==> src/rtl/shift_reg_pkg.sv <==
// Shared types and helpers for the universal shift register.
// Optional feature macro: USR_ARITH_SHIFT_EN (mode 110 becomes arithmetic shift right).
package shift_reg_pkg;

  typedef enum logic [2:0] {
    MODE_HOLD = 3'b000,
    MODE_SHL  = 3'b001,
    MODE_SHR  = 3'b010,
    MODE_LOAD = 3'b011,
    MODE_ROL  = 3'b100,
    MODE_ROR  = 3'b101,
    MODE_ASR  = 3'b110,
    MODE_CLR  = 3'b111
  } shift_mode_e;

  // True for every mode that advances the bit counter.
  function automatic logic is_shift(input shift_mode_e mode);
    logic res;
    case (mode)
      MODE_SHL, MODE_SHR, MODE_ROL, MODE_ROR: res = 1'b1;
`ifdef USR_ARITH_SHIFT_EN
      MODE_ASR: res = 1'b1;
`else
      MODE_ASR: res = 1'b0;
`endif
      default: res = 1'b0;
    endcase
    return res;
  endfunction

endpackage

==> src/rtl/shift_bit_counter.sv <==
// Modulo-WIDTH shift counter with a registered one-cycle wrap pulse.
// Wraps explicitly at WIDTH-1 so non-power-of-two widths work.
module shift_bit_counter #(
  parameter int WIDTH = 8,
  parameter int CNT_W = 3
) (
  input  logic             clk,
  input  logic             reset,
  input  logic             clr,
  input  logic             inc,
  output logic [CNT_W-1:0] count,
  output logic             wrap
);

  localparam logic [CNT_W-1:0] LAST_CNT = CNT_W'(WIDTH - 1);

  logic [CNT_W-1:0] cnt_r;
  logic             wrap_r;

  // Count shifts; clear wins over increment, wrap pulses only on the wrapping shift.
  always_ff @(posedge clk) begin
    if (reset) begin
      cnt_r  <= {CNT_W{1'b0}};
      wrap_r <= 1'b0;
    end else if (clr) begin
      cnt_r  <= {CNT_W{1'b0}};
      wrap_r <= 1'b0;
    end else if (inc) begin
      if (cnt_r == LAST_CNT) begin
        cnt_r  <= {CNT_W{1'b0}};
        wrap_r <= 1'b1;
      end else begin
        cnt_r  <= cnt_r + CNT_W'(1);
        wrap_r <= 1'b0;
      end
    end else begin
      cnt_r  <= cnt_r;
      wrap_r <= 1'b0;
    end
  end

  assign count = cnt_r;
  assign wrap  = wrap_r;

endmodule

==> src/rtl/universal_shift_register.sv <==
// WIDTH-bit universal shift register: hold/shift/rotate/load/clear with word counter.
// Optional feature macro: USR_ARITH_SHIFT_EN enables mode 110 as arithmetic shift right.
module universal_shift_register
  import shift_reg_pkg::*;
#(
  parameter  int               WIDTH     = 8,
  parameter  logic [WIDTH-1:0] RESET_VAL = {WIDTH{1'b0}},
  localparam int               CNT_W     = ($clog2(WIDTH) > 1) ? $clog2(WIDTH) : 1
) (
  input  logic             clk,
  input  logic             reset,
  input  logic             en,
  input  logic [2:0]       mode,
  input  logic             sin_lsb,
  input  logic             sin_msb,
  input  logic [WIDTH-1:0] parallel_in,
  output logic [WIDTH-1:0] parallel_out,
  output logic             sout_msb,
  output logic             sout_lsb,
  output logic [CNT_W-1:0] shift_cnt,
  output logic             word_done
);

  shift_mode_e      mode_s;
  logic [WIDTH-1:0] q_r;
  logic [WIDTH-1:0] next_q_s;
  logic             clr_s;
  logic             inc_s;

  assign mode_s = shift_mode_e'(mode);

  // Datapath mux selecting the next register contents.
  always_comb begin
    next_q_s = q_r;
    if (en) begin
      case (mode_s)
        MODE_HOLD: next_q_s = q_r;
        MODE_SHL:  next_q_s = {q_r[WIDTH-2:0], sin_lsb};
        MODE_SHR:  next_q_s = {sin_msb, q_r[WIDTH-1:1]};
        MODE_LOAD: next_q_s = parallel_in;
        MODE_ROL:  next_q_s = {q_r[WIDTH-2:0], q_r[WIDTH-1]};
        MODE_ROR:  next_q_s = {q_r[0], q_r[WIDTH-1:1]};
`ifdef USR_ARITH_SHIFT_EN
        MODE_ASR:  next_q_s = {q_r[WIDTH-1], q_r[WIDTH-1:1]};
`else
        MODE_ASR:  next_q_s = q_r;
`endif
        MODE_CLR:  next_q_s = {WIDTH{1'b0}};
        default:   next_q_s = q_r;
      endcase
    end else begin
      next_q_s = q_r;
    end
  end

  // Register; CLR deliberately goes to zero, only reset restores RESET_VAL.
  always_ff @(posedge clk) begin
    if (reset) begin
      q_r <= RESET_VAL;
    end else begin
      q_r <= next_q_s;
    end
  end

  assign clr_s = en & ((mode_s == MODE_LOAD) | (mode_s == MODE_CLR));
  assign inc_s = en & is_shift(mode_s);

  shift_bit_counter #(
    .WIDTH (WIDTH),
    .CNT_W (CNT_W)
  ) u_counter (
    .clk   (clk),
    .reset (reset),
    .clr   (clr_s),
    .inc   (inc_s),
    .count (shift_cnt),
    .wrap  (word_done)
  );

  assign parallel_out = q_r;
  assign sout_msb     = q_r[WIDTH-1];
  assign sout_lsb     = q_r[0];

endmodule

==> config.mk <==
export PLATFORM = sky130hd
export DESIGN_NAME = universal_shift_register
export DESIGN_NICKNAME = d
export VERILOG_FILES = /design/src/rtl/shift_reg_pkg.sv /design/src/rtl/shift_bit_counter.sv /design/src/rtl/universal_shift_register.sv
export SDC_FILE = /design/constraint.sdc
export NUM_CORES = 1
export LEC_CHECK = 0
export CAP_MARGIN = 20
export CORE_MARGIN = 3
export CORE_UTILIZATION = 41
export DETAILED_ROUTE_END_ITERATION = 7
export PLACE_DENSITY = 0.81
export SLEW_MARGIN = 20
export SYNTH_ARGS = -nofsm -noshare
export SYNTH_HDL_FRONTEND = slang
export SYNTH_SLANG_ARGS = --single-unit
==> constraint.sdc <==
create_clock -name clk -period 1 [get_ports clk]
set_clock_uncertainty 0.05 [all_clocks]
set_input_delay 0.15 -clock clk [delete_from_list [all_inputs] [get_ports clk]]
set_output_delay 0.15 -clock clk [all_outputs]
set_load 0.05 [all_outputs]
==> metrics.yaml, run 1 <==
run_status: "stopped before the end"
failing_step: "global routing"
first-error: "[ERROR DPL-0033] detailed placement checks failed during check placement."
cts_root_buf: "clkbuf_4"
hold_buffer_count_at_cts: 0
yosys_warnings: 0
gp_congestion: 0.8517
ys_seq_elements: 12
clock_sink_count: 12
place.port_buffers: 29
antenna_violations_before_repair: 0
maximum_number_of_buffers_from_clock_root_to_sink: 2
start_util_pct: 45.49
cts_max_level: 1
chipHeight_um: 54.07
tritoncts.num_buffers: 3
pin_count_of_the_biggest_net_entering_global_routing: 14
postSynthNetCount: 123
x_dimension_of_the_die_um: 54.07
floorplan.io_pins: 30
timing.worst_endpoint.kind: "register data pin"
synth.avg_cell_area_sq_um: 9.021
netlist_instances: 105
synth.cell_area_sq_um: 947.2
netlist-cell-type-count: 35
fp-row-count: 16
hpwl_after_dpl_mm: 2.094
yosysSeqAreaShare_pct: 25.36
postGrtWorstEndpoint: "u_counter.count[0]$_SDFFE_PP0P_/D"
-- synthesized netlist by cell type (all sizes together) --
cell type / count / area share (%)
nor3b: 1 / 1.3
and2: 1 / 0.66
nor2b: 1 / 0.66
dfxtp: 12 / 25
o21ai: 4 / 2.9
nand2b: 3 / 2.2
nor2: 2 / 0.79
o211ai: 1 / 0.79
buf: 10 / 8.5
or2b: 1 / 0.79
nand2: 20 / 8.2
a32o: 1 / 1.1
o21bai: 1 / 2.0
o221ai: 6 / 5.5
inv: 9 / 3.6
o221a: 7 / 8.3
mux2: 7 / 8.3
mux2i: 4 / 4.2
a31oi: 1 / 1.3
ha: 2 / 2.6
a311oi: 1 / 0.92
xor2: 1 / 0.92
o21ba: 1 / 1.1
a221oi: 7 / 7.1
a21boi: 1 / 0.79
-- metrics by stage --
stage	TNS (ns)	instance area (sq um)	worst slack (ns)	util (%)	instances
CTS	-1.637	1891	-0.1096	90.81	187
floorplan	-0.8021	1044	-0.1081	-	105
global placement	-7.328	1622	-0.6827	77.88	174
detailed placement	-7.653	1622	-0.7015	77.88	174
-- kinds of logic after synthesis --
kind of cell / after synthesis / synth area share (%)
simple gates: 29 / 14.66
flops: 12 / 25.36
compound gates: 31 / 31.84
xor+xnor: 1 / 0.9249
mux: 11 / 12.55
fa+ha+maj: 2 / 2.642
buf+inv: 19 / 12.02
-- what timing repair did --
action                     4_1_cts
resized for setup               49
pin swaps                       18
setup endpoints to repair       24
buffers inserted                 8
cloned                           1
==> run 2, diff against run 1 <==
--- a/config.mk
+++ b/config.mk
@@ -6,10 +6,10 @@
 export NUM_CORES = 1
 export LEC_CHECK = 0
 export CAP_MARGIN = 20
-export CORE_MARGIN = 3
-export CORE_UTILIZATION = 41
+export CORE_AREA = 3 3 64 66
 export DETAILED_ROUTE_END_ITERATION = 7
-export PLACE_DENSITY = 0.81
+export DIE_AREA = 0 0 67 69
+export PLACE_DENSITY_LB_ADDON = 0.15
 export SLEW_MARGIN = 20
 export SYNTH_ARGS = -nofsm -noshare
 export SYNTH_HDL_FRONTEND = slang
==> constraint.sdc (replaced) <==
create_clock -name clk -period 1.3 [get_ports clk]
set_clock_uncertainty 0.05 [all_clocks]
set_input_delay 0.195 -clock clk [delete_from_list [all_inputs] [get_ports clk]]
set_output_delay 0.195 -clock clk [all_outputs]
set_load 0.05 [all_outputs]
==> metrics.yaml, run 2 <==
cp_data_arrival_time_ns: 1.30
antenna_violations_before_repair: 0
netlist.area_leader.share_pct: 25.36  # unchanged
tritoncts: "done"
final-instance-count-excl-fill: 196
synth_top_area_cell: "dfxtp_1"
number_of_global_route_vias_before_repair: 951
yosys_warnings: 0  # unchanged
clkSlewWorstSetupHoldPaths_ns: 0.06
top_usage_layer: "met2"
hpwl_after_dpl_mm: 2.122  # +1.3%
cts_max_level: 1  # unchanged
fmax_mhz: 821.3
post_drt_wl_per_cell_um: 14.46
hold_path_endpoint: "u_counter.count[1]"
dp_cells: 190  # +9.2%
netlist_instances: 105  # unchanged
drt_antenna_net_count: 0
leakagePower_nw: 0.6652
global_route.usage.total_pct: 12.19
setup_cp_type: "input port to flip-flop"
routed_wl_mm: 2.835
use_met3_pct: 2.606
largest_register_ffs: 8
ys_seq_elements: 12  # unchanged
postSynthNetCount: 123  # unchanged
gp_congestion: 0.7780  # -8.7%
ff2ff_setup_slack_ns: 0.16
maxSlewViolCount: 0
mean_number_of_vias_per_cell: 4.862
synth-main-ff-cell: "dfxtp_1"
min_period_ns: 1.218
fin_setup_tns_ns: 0
place.port_buffers: 29  # unchanged
clock_sink_count: 12  # unchanged
critPathLaunchType: "input port"
synth.avg_cell_area_sq_um: 9.021  # unchanged
global_route.usage.met2_pct: 20.74
drt_first_iter_violations: 30
hold_viol: 0
detail_route.first_pass.iterations: 4
core_region_area_sq_mm: 0.003633
synth_commonest_cells: "nand2_1 (19), dfxtp_1 (12), inv_1 (9)"
regToRegEndpoint: "parallel_out[7]"
pin_count_of_the_biggest_net_entering_global_routing: 12
run_status: "finished clean"
rsz0062_at_grt: "no"
slew_headroom_pct: 69.86
grt_first_pass_wirelength_mm: 4.554
start_util_pct: 26.07  # -19 points
cts_root_buf: "clkbuf_8"
globalRoute.totalOverflow: 0
finalSetupViolations: 0
layout.cells.most_common_list: "nand2_1 (19), buf_12 (16), buf_4 (15), clkdlybuf4s50_1 (11), inv_1 (9)"
synth_edf_count: 0  # unchanged
holdCritStartpoint: "u_counter.count[1]"
drc: 0
x_dimension_of_the_die_um: 67  # +24%
tritoncts.num_buffers: 3  # unchanged
data_required_critical_path_ns: 1.39
maximum_number_of_buffers_from_clock_root_to_sink: 2  # unchanged
post_synth_main_area_contributors: "dfxtp_1 (25%), nand2_1 (7.5%), mux2_2 (7.1%)"
hold_path_depth: 2
power.density_mw_per_mm2: 853.7
antennaDiodeCount: 0
worst_hold_path_type: "flip-flop to flip-flop"
yosysSeqAreaShare_pct: 25.36  # unchanged
hold_buffer_count_at_cts: 0  # unchanged
die_area_sq_mm: 0.004623
layout_commonest_cell: "nand2_1"
clk-insertion-delay-late_ns: 0.24
count_leader_synth: "nand2_1"
ir_drop_v: 0.0003486
endpoint_kind: "flip-flop"
final_min_period_over_clock_period_pct: 93.66
chipHeight_um: 69  # +28%
multi_input_comb_area_sq_um: 634.4
async_reset_ff_share_pct: 0  # unchanged
finish.net_count: 167
floorplan.io_pins: 30  # unchanged
critical_path_peak_fanout: 7
fillCellCount: 338
pre_cts_ws_ns: -0.4480  # +0.2535 ns
vias: 953
cap_violations: 0
hold_ws_ns: 0.4481
r2r_cells: 3
synth.cell_area_sq_um: 947.2  # unchanged
crit-reg2reg-launch: "parallel_out[0]"
register_area_sq_um: 246.5
area_delta_synth_final_pct: 75.56
grt_use_met1_pct: 15.69
fp-row-count: 22  # +6
layout_setup_ws_ns: 0.08243
worst_slew_pin_slew_ns: 0.4521
netlist-cell-type-count: 35  # unchanged
final_layout_size_suffix_gt1_share_pct: 41.89
-- run 2: cell counts after synthesis --
No cell type changed its count.
-- run 2: repair_timing --
item	4_1_cts	5_1_grt
setup endpoints to repair	12	12
pin swaps	1	4
gates resized for setup	7	8
cloned	1	0
setup buffers	0	1
-- run 2: through the flow --
stage / area [sq um] / total power, mW / util (%)
floorplan: 953.4 / 0.7173 / -
global placement: 1524 / 0.9705 / 41.94
detailed placement: 1524 / 0.9741 / 41.94
CTS: 1629 / 1.414 / 44.83
global route: 1663 / 1.481 / 45.76
finish: 1663 / 1.420 / 45.76
-- run 2: critical path: stages --
cell and delay (ns):
dlygate4sd2_1 0.29, buf_4 0.18, or2b_1 0.26, mux2i_1 0.13, a221oi_1 0.25
-- run 2: cells by family after synthesis --
kind of cell	Yosys count	share of synthesized area, %
AOI/OAI and AO/OA	31	31.84
buffers and inverters	19	12.02
muxes	11	12.55
DFF	12	25.36
adders and majority gates	2	2.642
and+or+nand+nor	29	14.66
xor gates and xnor gates	1	0.9249
-- run 2: final cells by class --
class / instances / area share [%]
clock buffers: 4 / 3.311
well taps: 48 / 3.612
flip-flops and latches: 12 / 14.82
multi-input cells: 74 / 38.15
repair buffers: 49 / 38.07
inverters: 9 / 2.032
-- run 2: how the worst max path moves through the flow --
stage	depth (start not counted)	slack, ns	to	startpoint
2_1_floorplan	3	-0.07	parallel_out[1]	parallel_out[2]
3_3_place_gp	6	-0.44	parallel_out[7]	mode[0]
3_5_place_dp	6	-0.45	parallel_out[7]	mode[0]
4_1_cts	5	0.0006	u_counter.count[1]	mode[0]
5_1_grt	4	0.008	parallel_out[7]	mode[2]
6_report	5	0.08	parallel_out[7]	mode[2]
-- run 2: power by group --
| group | internal (mW) | switching (mW) | total [mW] | leakage (nW) |
|---|---|---|---|---|
| clock | 0.268 | 0.152 | 0.419 | 0.0288 |
| combinational | 0.299 | 0.273 | 0.573 | 0.536 |
| sequential | 0.395 | 0.0323 | 0.427 | 0.100 |
| total | 0.962 | 0.457 | 1.42 | 0.665 |
-- run 2: layer usage --
layer,wire [um],vias to the layer above
met4,25,0
met3,136,4
met1,1222,447
li1,-,479
met2,1449,23
met5,0,-
Note: power is estimated with default switching activity, not from simulation.
==> run 3, diff against run 2 <==
==> constraint.sdc (replaced) <==
create_clock -name clk -period 1.1 [get_ports clk]
set_clock_uncertainty 0.05 [all_clocks]
set_input_delay 0.165 -clock clk [delete_from_list [all_inputs] [get_ports clk]]
set_output_delay 0.165 -clock clk [all_outputs]
set_load 0.05 [all_outputs]
==> metrics.yaml, run 3 (synthesis gave the netlist of run 2 again) <==
data_required_critical_path_ns: 0.88  # -0.51 ns
hold_ws_ns: 0.3007  # -0.1474 ns
hpwl_after_dpl_mm: 2.025  # -4.6%
drc: 0  # unchanged
cp_data_arrival_time_ns: 0.87  # -0.43 ns
gp_congestion: 0.7674  # -1.4%
layout_commonest_cell: "nand2_1"
maximum_number_of_buffers_from_clock_root_to_sink: 2  # unchanged
hold_buffer_count_at_cts: 0  # unchanged
critical_path_peak_fanout: 4  # -3
chipHeight_um: 69  # unchanged
final_layout_size_suffix_gt1_share_pct: 54.79  # +13 points
drt_antenna_net_count: 0  # unchanged
cts_root_buf: "clkbuf_8"
leakagePower_nw: 0.6373  # -4.2%
cts_max_level: 1  # unchanged
hold_viol: 0  # unchanged
placedInstanceArea_sq_mm: 0.001570  # +3.0%
area_delta_synth_final_pct: 83.75
antenna_violations_before_repair: 0  # unchanged
detail_route.first_pass.iterations: 3  # -1
vias: 946  # -0.73%
final_min_period_over_clock_period_pct: 98.93
min_period_ns: 1.088
slew_headroom_pct: 74.45  # +4.6 points
antennaDiodeCount: 0  # unchanged
floorplan.io_pins: 30  # unchanged
grt_first_pass_wirelength_mm: 4.485  # -1.5%
run_status: "finished clean"
routed_wl_mm: 2.789  # -1.6%
finalSetupViolations: 0  # unchanged
finish.instance_area_sq_mm: 0.001740  # +4.7%
fp-row-count: 22  # unchanged
maxSlewViolCount: 0  # unchanged
cap_violations: 0  # unchanged
clock_sink_count: 12  # unchanged
layout.cells.most_common_list: "nand2_1 (19), buf_12 (15), buf_4 (11), clkdlybuf4s50_1 (10), dfxtp_4 (9)"
start_util_pct: 26.07  # unchanged
critPathLaunchType: "flip-flop"
final-instance-count-excl-fill: 194  # -1.0%
rsz0062_at_grt: "yes"
endpoint_kind: "output pin"
place.port_buffers: 29  # unchanged
number_of_global_route_vias_before_repair: 957  # +0.63%
global_route.usage.total_pct: 12.41  # +0.23 points
clkSlewWorstSetupHoldPaths_ns: 0.06  # about the same
die_area_sq_mm: 0.004623  # unchanged
x_dimension_of_the_die_um: 67  # unchanged
power.density_mw_per_mm2: 982.3  # +15%
tritoncts: "done"
finish.net_count: 165  # -1.2%
tritoncts.num_buffers: 3  # unchanged
pin_count_of_the_biggest_net_entering_global_routing: 24  # +12
setup_cp_type: "flip-flop to output pin"
globalRoute.totalOverflow: 0  # unchanged
layout.core_utilization_pct: 47.90  # +2.1 points
dp_cells: 188  # -1.1%
drt_first_iter_violations: 8  # -73%
ir_drop_v: 0.0003973  # +14%
post_drt_wl_per_cell_um: 14.38  # -0.61%
fmax_mhz: 918.9
mean_number_of_vias_per_cell: 4.876  # +0.29%
worst_slew_pin_slew_ns: 0.3818  # -0.07028 ns
core_region_area_sq_mm: 0.003633  # unchanged
worst_hold_path_type: "input port to flip-flop"
largest_register_ffs: 8  # unchanged
clk-insertion-delay-late_ns: 0.25  # about the same
[run 3: cell types whose count changed in the layout (fill, tap and decap cells not counted), moves of 5 or more]
cell	before	now
dfxtp_1	7	1
o221ai_2	1	6
dfxtp_4	0	9
o221ai_1	5	0
[run 3: final cells by class]
type | instances | area (sq um)
multi-input combinational | 74 | 714.4
inverter | 9 | 37.54
fill | 349 | 1893
tap | 48 | 60.06
clock buffer | 4 | 55.05
sequential | 12 | 276.5
timing repair buffer | 47 | 596.8
[run 3: critical path, stage by stage, from the launching register on]
cell	delay [ns]
dfxtp_4	0.36
buf_6	0.13
buf_12	0.14
[run 3: worst paths after layout]
check / startpoint / end / slack, ns / depth (start not counted)
worst max-delay path: parallel_out[7] / sout_msb / 0.01 / 2
worst max register to register: u_counter.count[0] / u_counter.count[0] / 0.04 / 5
worst min register to register: u_counter.count[1] / u_counter.count[1] / 0.46 / 2
worst min-delay path: reset / parallel_out[7] / 0.30 / 2
[run 3: what timing repair did]
item | CTS | global route
gates cloned | 0 | 1
gates resized for setup | 22 | 10
endpoints found under the setup margin | 18 | 16
pin swaps | 3 | 1
buffers inserted | 2 | 1
[run 3: per-layer routing]
| layer | track usage, % | wire, um | share of wire [%] |
|---|---|---|---|
| met1 | 16.78 | 1313 | 47 |
| met3 | 2.443 | 122 | 4.4 |
| met4 | 6.306 | 52 | 1.9 |
| met2 | 18.34 | 1300 | 47 |
| met5 | 0 | 0 | 0 |
[run 3: power breakdown]
part | leakage [nW] | switching, mW | internal [mW]
registers | 0.105 | 0.0519 | 0.462
clock network | 0.0288 | 0.193 | 0.317
logic | 0.503 | 0.333 | 0.353
[run 3: per-stage QoR]
stage | setup WS [ns] | power, mW | TNS, ns
after floorplan | -0.008136 | 0.8726 | -0.008136
after global placement | -0.6099 | 1.151 | -6.965
after detailed placement | -0.6429 | 1.156 | -7.248
after CTS | 0.001731 | 1.694 | 0
after global routing | -0.01107 | 1.791 | -0.02758
final | 0.01173 | 1.710 | 0
